===== src/rtl/oam_dma_ctrl_pkg.sv =====
`default_nettype none
// ============================================================================
//  Module      : oam_dma_ctrl_pkg
//  Description : State encoding and default register addresses for the
//                sprite (OAM) DMA controller.
//  Revision    : 1.0  initial release
// ============================================================================
package oam_dma_ctrl_pkg;

  localparam int          c_addr_n        = 16;
  localparam int          c_data_n        = 8;
  localparam logic [15:0] c_dma_reg_addr  = 16'h4014;
  localparam logic [15:0] c_oam_data_addr = 16'h2004;

  typedef enum logic [2:0] {
    IDLE  = 3'd0,
    HALT  = 3'd1,
    ALIGN = 3'd2,
    READ  = 3'd3,
    WRITE = 3'd4
  } dma_state_t;

endpackage : oam_dma_ctrl_pkg
`default_nettype wire


===== src/rtl/oam_dma_ctrl.sv =====
`default_nettype none
// ============================================================================
//  Module      : oam_dma_ctrl
//  Description : OAM DMA engine and bus master mux; halts the CPU and copies
//                one 256-byte page to the PPU OAM data port on get/put cycles.
//  Revision    : 1.0  initial release
// ============================================================================
module oam_dma_ctrl
  import oam_dma_ctrl_pkg::*;
#(
  parameter int                ADDR_N        = c_addr_n,
  parameter int                DATA_N        = c_data_n,
  parameter logic [ADDR_N-1:0] DMA_REG_ADDR  = c_dma_reg_addr,
  parameter logic [ADDR_N-1:0] OAM_DATA_ADDR = c_oam_data_addr
) (
  input  logic              clk,
  input  logic              reset,
  input  logic              cpu_we,
  input  logic [ADDR_N-1:0] cpu_addr,
  input  logic [DATA_N-1:0] cpu_wdata,
  output logic              cpu_rdy,
  output logic              bus_we,
  output logic [ADDR_N-1:0] bus_addr,
  output logic [DATA_N-1:0] bus_wdata,
  input  logic [DATA_N-1:0] bus_rdata,
  output logic              dma_busy
);

  dma_state_t        r_state;
  dma_state_t        w_next_state;
  logic [7:0]        r_page;
  logic [7:0]        r_cnt;
  logic [DATA_N-1:0] r_latch;
  logic              r_parity;
  logic              w_trigger;

  assign w_trigger = cpu_we && (cpu_addr == DMA_REG_ADDR);

  always_ff @(posedge clk or posedge reset) begin
    if (reset) begin
      r_state  <= IDLE;
      r_page   <= 8'h00;
      r_cnt    <= 8'h00;
      r_latch  <= '0;
      r_parity <= 1'b0;
    end else begin
      r_state  <= w_next_state;
      r_parity <= ~r_parity;
      if (r_state == IDLE && w_trigger) begin
        r_page <= cpu_wdata[7:0];
        r_cnt  <= 8'h00;
      end
      if (r_state == READ) begin
        r_latch <= bus_rdata;
      end
      if (r_state == WRITE) begin
        r_cnt <= r_cnt + 8'd1;
      end
    end
  end

  // HALT with parity 1 means the following cycle is a get cycle, so no ALIGN.
  always_comb begin
    w_next_state = r_state;
    case (r_state)
      IDLE:    if (w_trigger) w_next_state = HALT;
      HALT:    w_next_state = r_parity ? READ : ALIGN;
      ALIGN:   w_next_state = READ;
      READ:    w_next_state = WRITE;
      WRITE:   w_next_state = (r_cnt == 8'hFF) ? IDLE : READ;
      default: w_next_state = IDLE;
    endcase
  end

  always_comb begin
    cpu_rdy   = 1'b0;
    dma_busy  = 1'b1;
    bus_we    = cpu_we;
    bus_addr  = cpu_addr;
    bus_wdata = cpu_wdata;
    case (r_state)
      IDLE: begin
        cpu_rdy  = 1'b1;
        dma_busy = 1'b0;
      end
      HALT, ALIGN: begin
        bus_we = 1'b0;
      end
      READ: begin
        bus_we   = 1'b0;
        bus_addr = ADDR_N'({r_page, r_cnt});
      end
      WRITE: begin
        bus_we    = 1'b1;
        bus_addr  = OAM_DATA_ADDR;
        bus_wdata = r_latch;
      end
      default: ;
    endcase
  end

endmodule : oam_dma_ctrl
`default_nettype wire

===== config.mk =====
export PLATFORM = sky130hd
export DESIGN_NAME = oam_dma_ctrl
export DESIGN_NICKNAME = d
export VERILOG_FILES = /design/src/rtl/oam_dma_ctrl_pkg.sv /design/src/rtl/oam_dma_ctrl.sv
export SDC_FILE = /design/constraint.sdc
export NUM_CORES = 1
export LEC_CHECK = 0
export CELL_PAD_IN_SITES_DETAIL_PLACEMENT = 1
export CELL_PAD_IN_SITES_GLOBAL_PLACEMENT = 1
export CORE_MARGIN = 3
export CORE_UTILIZATION = 32
export CTS_CLUSTER_DIAMETER = 40
export CTS_CLUSTER_SIZE = 25
export DETAILED_ROUTE_END_ITERATION = 6
export PLACE_DENSITY_LB_ADDON = 0.05
export SLEW_MARGIN = 15
export SYNTH_ARGS = -nofsm -noshare
export SYNTH_HDL_FRONTEND = slang
export SYNTH_SLANG_ARGS = --single-unit
export TNS_END_PERCENT = 30

===== constraint.sdc =====
create_clock -name clk -period 1.95 [get_ports clk]
set_input_delay 0.39 -clock clk [delete_from_list [all_inputs] [get_ports clk]]
set_output_delay 0.39 -clock clk [all_outputs]
set_load 0.03 [all_outputs]

# == After elaboration in Yosys (flattened, before gate mapping) ==
# Cells that the tools add are included.
# word_totals
register_bits,28
inputBits,35
out_inout_bits,27
wordCells,30
# op_classes
addsub,1
n_eq_ne,7
n_mux,11
bitwise_logic,1
reduce_logical,5
# ops
cell,count
$pmux 16 s2,1
$mux 8,3
$eq 16x15->1 const B,1
$pmux 3 s5,1
$add 8x1->8 const B,1
$eq 8x8->1 const B,1
$eq 3x2->1 const B,2
$eq 3x1->1 const B,1
$eq 3x3->1 const B,1
$logic_not 3->1,1
$mux 1,3
$mux 3,1
$reduce_or 3->1,1
$logic_and 1x1->1,2
$mux 2,1
$ne 2x2->1 const B,1
$pmux 1 s2,1
$reduce_bool 2->1,1
$not 1->1,1

# == Depth between registers and ports, before layout ==
# Gate-level depths: netlist of the first run.
# depth
ltp_word,5
mapped_depth,6
mapped_depth_nobuf,4

# == Worst setup path after synthesis of the first run ==
# No wires, ideal clock.
# synth_path
path_kind,register to register
startpoint,register r_state[1]
endpoint,register r_page[0]
setup_ns,0.127
arrival_time_ns,1.951
required_ns,1.823
setup_slack_ns,-0.128
stages_incl_launch_ff,7
n_path_buf,2
synth_period_minus_slack_ns,2.078
cell_sequence,dfrtp_1 -> buf_2 -> nor3_2 -> nand4_1 -> nor2_4 -> buf_6 -> mux2_1
# synth_between
elab_chain_cells,2
# synth_rtl
item,line_no,source
from (decl),oam_dma_ctrl.sv:29,dma_state_t r_state;
from (signal assigned),oam_dma_ctrl.sv:47,r_state <= w_next_state;
$logic_not 3->1,oam_dma_ctrl.sv:49,if (r_state == IDLE && w_trigger) begin
$logic_and 1x1->1,oam_dma_ctrl.sv:49,
to (signal assigned),oam_dma_ctrl.sv:50,r_page <= cpu_wdata[7:0];
to (decl),oam_dma_ctrl.sv:31,logic [7:0] r_page;
# Every way passes these cells.
# A chain may end at the register's enable or synchronous reset.

# == Worst setup path after layout of the first run ==
# layout_path
startpoint,register r_state[1]
endpoint,output bus_wdata[5]
# layout_between
elab_chain_cells,2
# layout_rtl
item,line_no,source
$eq 3x3->1,oam_dma_ctrl.sv:81,case (r_state)
$mux 8,oam_dma_ctrl.sv:81,
to (decl),oam_dma_ctrl.sv:24,"output logic [DATA_N-1:0] bus_wdata,"
# Every way passes these cells.

==> results of run 1 <==
## power by group through the flow
stage                     registers, mW  clock network, mW  logic [mW]
after global routing               1.03              0.409        2.41
final                              1.01              0.366        2.25
after detailed placement          0.990                  0        1.83
after CTS                         0.993              0.375        2.19
after floorplan                   0.904                  0        1.20
after global placement            0.977                  0        1.79
## logic make-up (layout without fill, tap and decap cells)
group | count (synthesis) | count (layout) | share of synthesized area [%]
AOI/OAI and AO/OA | 27 | 27 | 13.3
and+or+nand+nor | 63 | 65 | 20.6
xor gates and xnor gates | 3 | 3 | 1.70
buffers and inverters | 13 | 94 | 3.89
DFF | 28 | 28 | 45.3
adders and majority gates | 2 | 2 | 1.46
muxes | 19 | 19 | 13.7
## final cells by class
| type | instances | area share, % |
|---|---|---|
| Sequential cell | 28 | 27.2 |
| Inverter | 3 | 0.436 |
| Tap cell | 52 | 2.52 |
| Timing Repair Buffer | 87 | 33.9 |
| Multi-Input combinational cell | 116 | 33.8 |
| Clock buffer | 4 | 2.13 |
## per-layer routing
layer  global-route usage, %  vias up  routed length [um]
li1                        -      726                   -
met1                    25.7      762                2290
met2                    34.6       64                2710
met3                    3.17        9                 278
met4                    7.38        0                 111
met5                       0        -                   0
## critical path: cells and delay by family (launching register included)
family / cells / cell delay (ns)
simple gates: 3 / 0.60
buf+inv: 3 / 0.40
flops: 1 / 0.44
## sequential cells by signal, summed over array words and instances, names as in the netlist
signal    flops
r_latch       8
r_parity      1
r_page        8
r_cnt         8
r_state       3
## metrics by stage
stage | setup TNS [ns] | instance area [um^2] | utilization (%) | instances | total power, mW
2_1_floorplan | -0.165 | 1550 | - | 155 | 2.10
3_3_place_gp | -3.91 | 2230 | 49.5 | 273 | 2.77
3_5_place_dp | -3.54 | 2230 | 49.5 | 273 | 2.82
4_1_cts | -2.31 | 2540 | 56.3 | 287 | 3.56
5_1_grt | -4.45 | 2580 | 57.4 | 290 | 3.85
6_report | -2.45 | 2580 | 57.4 | 290 | 3.63
## Yosys cell counts (all sizes together)
cell and instances:
nand3b 1, ha 1, xnor2 1, or3 1, nor3b 2, nor4b 3, and4 1, xor2 2
o21ai 5, o21bai 1, mux2 17, maj3 1, buf 4, a21oi 1, a22o 14, dfrtp 28
or3b 1, nand4 2, inv 3, nand2 35, nor3 4, nand3 3, a41oi 1, nor2 8
mux2i 2, o31ai 1, clkbuf 6, or4 2, o211ai 3, a31oi 1
## worst paths after layout
kind                            slack [ns]  startpoint  cells after the start            to
worst max-delay path                 -0.17  r_state[1]                      6  bus_wdata[5]
worst min-delay path                  0.43    r_parity                      1      r_parity
worst max register to register        0.04  r_state[1]                      5      r_cnt[5]
worst min register to register        0.43    r_parity                      1      r_parity
max in group asynchronous             1.17       reset                      3    r_state[2]
min in group asynchronous             0.48       reset                      3      r_parity
## what timing repair did
action / in CTS / in global routing
cloned: 3 / 0
resized for setup: 54 / 6
pin swaps: 24 / 6
buffers inserted: 7 / 3
setup endpoints to repair: 27 / 31
==> results.md, run 1 <==
* Status: complete, but fails checks
* Failing checks: setup timing
* Syn Nets at 191
* Worst EP arrival at 1.73 ns
* Post-Synthesis Cells at 155
* Most common library cell in the layout ignoring fill and taps: clkdlybuf4s50_1
* Final Critical Period at 2.12 ns
* Mapped Area at 0.00155 mm^2
* Synth-to-Final Area Change at 67.3%
* Full die area at 0.00570 mm^2
* Crit. End Element: primary output
* Internal cell power at 2.03 mW
* Final worst-path cycle share at 109%
* Total gr overflow at 0
* Final Max Tran Viols at 0
* Max FO, Critical Path at 6
* Post-DR wirelength/cell at 18.6 um
* Core ar. at 0.00450 mm^2
* Worst Tran Pin Value at 0.379 ns
* Comb power frac at 62.1%
* Detailed Route WL at 5390 um
* Antenna viol nets, final at 0
* Seq/Total Area, Yosys at 45.3%
* Area leader, netlist: dfrtp_1
* DIE HEIGHT at 75.5 um
* Hold Buf Count CTS at 0
* Dpl hpwl at 3580 um
* Final worst slack at -0.174 ns
* Initial antenna violation count at 0
* Startpoint Class: register
* Setup violations, final at 24
* FF+latch count, synth at 28
* Clock Latency Late Sink at 0.27 ns
* RSZ-0062 raised after global routing: true
* Sw Ratio at 43.9%
* Vias per cell at 5.38
* CTS max path bufs at 2
* Pre-CTS worst setup slack at -0.291 ns
* Sequential share of power at 27.8%
* Hold Path Class: register to register
* GPL Wtd Cong at 0.829
* DRT Pass-1 Iters at 4
* Critical path type: register to primary output
* Clk network pwr share at 10.1%
* Share of layout cells above drive strength 1 at 39.5%
* Slowest-stage cell, CP: or3b_4
* I/O pin cnt at 62
* Nets@finish at 275
* Worst-path cell chain: buf_6, buf_6, or3b_4, nand2_1, nand2_1, buf_6
* Post-route DRC violation count at 0
* PwrDens at 1400 mW/mm^2
* Worst clock skew at 0.00190 ns
* Psw at 1.59 mW
* Worst Path Required at 1.56 ns
* Row count at 24
* Clock slew at reported path FFs at 0.10 ns
* Gr usage total at 20.2%
* Number of distinct library cells after synthesis at 37
* YS warnings at 0
* Slew Limit Headroom at 74.7%
* Synth top area cells: dfrtp_1 (45%), mux2_2 (9.5%), nand2_1 (8.5%)
* Largest net degree at the start of global routing at 29
* Cell repeated most along the worst path: buf_6
* Initial Util at 34.3%
* Multi-input logic area at 875 um^2
* Slowest stage delay, CP at 0.45 ns
* Final hold vios at 0
* 1st-iter DRT viols at 64
* I/O Buffers at 61
* Number of max-cap violations at 0
* Via count of the first global-routing pass at 1,802
* Commonest cells after routing, fill and taps aside: clkdlybuf4s50_1 (34), buf_6 (32), dfrtp_1 (27)
* Worst VDD drop at 539 uV
* CTS tree: done
* CTS buffer count at 3
* Share of the synthesized area in the top cell type at 45.3%
* Fillers at 485
* Syn Area/Cell at 9.97 um^2
* FF/Latch Area at 702 um^2
* Worst hold slack at 0.426 ns
* CTS root buf: clkbuf_8
* P_leak at 1.17 nW
* DR vias at 1,561
* Global-route wire length before repair at 8690 um
* H-tree depth reported by CTS at 1
* Die width at 75.5 um
* Fmax at 0.471 GHz
* Ant. Diodes at 0
* Sink Count at 28
Note: power is estimated with default switching activity, not from simulation.
==> run 2: changes to the inputs <==
--- a/config.mk
+++ b/config.mk
@@ -5,10 +5,11 @@
 export SDC_FILE = /design/constraint.sdc
 export NUM_CORES = 1
 export LEC_CHECK = 0
+export ABC_AREA = 1
 export CELL_PAD_IN_SITES_DETAIL_PLACEMENT = 1
 export CELL_PAD_IN_SITES_GLOBAL_PLACEMENT = 1
 export CORE_MARGIN = 3
-export CORE_UTILIZATION = 32
+export CORE_UTILIZATION = 31
 export CTS_CLUSTER_DIAMETER = 40
 export CTS_CLUSTER_SIZE = 25
 export DETAILED_ROUTE_END_ITERATION = 6
==> constraint.sdc (replaced) <==
create_clock -name clk -period 2.27 [get_ports clk]
set_input_delay 0.454 -clock clk [delete_from_list [all_inputs] [get_ports clk]]
set_output_delay 0.454 -clock clk [all_outputs]
set_load 0.03 [all_outputs]
==> run 2 against run 1 <==
Against the previous run: the run now ends clean; via count up 14%; setup slack improved by 0.29 ns; hold slack gained 0.0024 ns; design area fell by 6.3%; combinational power fell by 43%; synthesized cell count up 57%; global-route usage is 2.9 points lower; count of clock-buffer cells in the layout down 1; largest cell class is now multi-input gates; largest power group unchanged.
==> results.md, run 2 <==
* H-tree depth reported by CTS at 1
* Global-route wire length before repair at 8720 um
* Critical path type: register to primary output
* Launch point of the worst path: r_state[1]
* Final Critical Period at 2.16 ns
* Most common library cell in the layout ignoring fill and taps: nand2_1
* Sw Ratio at 47.3%
* Worst Path Required at 1.82 ns
* Crit. End Element: primary output
* Die width at 81.3 um
* YS warnings at 0
* Compound-Gate Fraction of Synth Area at 9.03%
* FF+latch count, synth at 28
* Clock slew at reported path FFs at 0.10 ns
* Final worst-path cycle share at 95.0%
* Fmax at 0.464 GHz
* Share of layout cells above drive strength 1 at 20.1%
* Pwr Total at 2.24 mW
* Slew Limit Headroom at 74.1%
* Post-route DRC violation count at 0
* Antenna viol nets, final at 0
* Pre-CTS worst setup slack at 0.363 ns
* Syn Area/Cell at 7.21 um^2
* Placed Area at 0.00237 mm^2
* Worst hold slack at 0.428 ns
* Ant. Diodes at 0
* Share of the synthesized area in the top cell type at 39.8%
* Main synth FF type: dfrtp_1
* Area leader, netlist: dfrtp_1
* Seq/Total Area, Yosys at 39.8%
* FFs w/ async S/R, synth at 100%
* XOR/XNOR share of the synthesized area at 0%
* Number of max-cap violations at 0
* I/O Buffers at 61
* DIE HEIGHT at 81.3 um
* Synth-to-Final Area Change at 37.6%
* DRT Pass-1 Iters at 4
* Core ar. at 0.00530 mm^2
* Worst EP arrival at 1.70 ns
* Nets@finish at 342
* Dpl hpwl at 4200 um
* Synth top area cells: dfrtp_1 (40%), nand2_1 (20%), nand3_1 (5.4%)
* CTS max path bufs at 2
* Full die area at 0.00661 mm^2
* P_leak at 1.24 nW
* Detailed Route WL at 5510 um
* EDFF count, synth at 0
* Total gr overflow at 0
* Max FO, Critical Path at 3
* Final worst slack at 0.113 ns
* Origin of the worst min-delay path: r_parity
* Number of distinct library cells after synthesis at 27
* Clock Latency Late Sink at 0.27 ns
* Biggest regs: r_cnt: 8 flops, r_latch: 8 flops, r_page: 8 flops
* Initial Util at 33.2%
* Setup violations, final at 0
* Syn Nets at 280
* Final Instance Area at 0.00242 mm^2
* Gr usage total at 17.3%
* PwrDens at 926 mW/mm^2
* Worst VDD drop at 361 uV
* R2R Path Start: r_state[1]
* Post-Synthesis Cells at 244
* Hold Buf Count CTS at 0
* 1st-iter DRT viols at 91
* CTS tree: done
* Commonest cells after routing, fill and taps aside: nand2_1 (94), clkdlybuf4s50_1 (35), buf_4 (30)
* Vias per cell at 4.75
* Simple logic cell fraction of the synthesized area at 39.1%
* Psw at 1.06 mW
* Initial antenna violation count at 0
* GPL Wtd Cong at 0.757
* Sink Count at 28
* I/O pin cnt at 62
* Status: finished clean
* Post-synthesis mux area share at 0%
* Post-DR wirelength/cell at 14.7 um
* Comb power frac at 57.1%
* RSZ-0062 raised after global routing: true
* Final hold vios at 0
* Adder-cell area share of the yosys netlist at 0.711%
* Sequential share of power at 30.6%
* Internal cell power at 1.18 mW
* Startpoint Class: register
* Via count of the first global-routing pass at 1,770
* CTS root buf: clkbuf_8
* Clk network pwr share at 12.3%
* TNS Setup at 0 ns
* Largest family of logic cells by synthesized area: simple AND/OR/NAND/NOR gates
* DR vias at 1,777
* Largest net degree at the start of global routing at 29
* Worst Tran Pin Value at 0.388 ns
* Mapped Area at 0.00176 mm^2
* Row count at 26
* Top-count cell post-synth: nand2_1
* Post-synth top cells: nand2_1 (94), dfrtp_1 (28), inv_1 (21)
* CTS buffer count at 3
* Hold Path Class: register to register
* Final Max Tran Viols at 0
* Worst clock skew at 0.0106 ns
* # Post-CTS Setup Buffers at 0
-- run 2: metrics by stage --
stage               util [%]  cells
global route            45.7    374
CTS                     45.4    374
finish                  45.7    374
detailed placement      44.6    371
global placement        44.6    371
floorplan                  -    244
-- run 2: cells by family (layout without fill, tap and decap cells) --
family / Yosys count / in the layout
AO/OA/AOI/OAI: 26 / 26
buffers and inverters: 40 / 100
adder cells (fa/ha/maj): 1 / 1
AND/OR/NAND/NOR: 149 / 149
flip-flops: 28 / 28
-- run 2: timing repair --
| item | CTS | global route |
|---|---|---|
| hold endpoints to repair | 0 | 0 |
| setup endpoints to repair | 0 | 17 |
| gates resized for setup | 0 | 5 |
-- run 2: routing by layer --
layer,vias to the layer above,GRT usage [%],share of wire (%)
met2,43,28.7,47
li1,898,-,-
met3,2,2.88,5.7
met4,0,3.55,0.58
met1,834,23.6,47
met5,-,0,0
-- run 2: path summary, 6_finish.rpt --
kind                       slack [ns]         end  cells after the start
setup reg to reg                 0.69    r_cnt[2]                      7
setup / recovery                 0.11    dma_busy                      5
min in group asynchronous        0.54  r_latch[5]                      3
hold reg to reg                  0.43    r_parity                      1
max in group asynchronous        1.43  r_latch[0]                      3
hold / removal                   0.43    r_parity                      1
-- run 2: critical path, stage by stage, from the launching register on --
cell and delay [ns]:
dfrtp_1 0.42, nor2_2 0.19, inv_2 0.07, nor2_4 0.11
inv_1 0.05, clkdlybuf4s50_1 0.59
-- run 2: area by class of cell --
| class | count | area, um^2 |
|---|---|---|
| Tap cell | 70 | 87.6 |
| Clock buffer | 3 | 41.3 |
| Timing Repair Buffer | 67 | 608 |
| Inverter | 30 | 119 |
| Sequential cell | 28 | 701 |
| Multi-Input combinational cell | 176 | 865 |
| Fill cell | 680 | 2880 |
-- run 2: power groups by stage --
stage | sequential [mW] | clock (mW) | combinational (mW)
finish | 0.687 | 0.276 | 1.28
global route | 0.701 | 0.301 | 1.40
CTS | 0.688 | 0.282 | 1.29
detailed placement | 0.697 | 0 | 1.28
global placement | 0.690 | 0 | 1.27
floorplan | 0.673 | 0 | 0.853
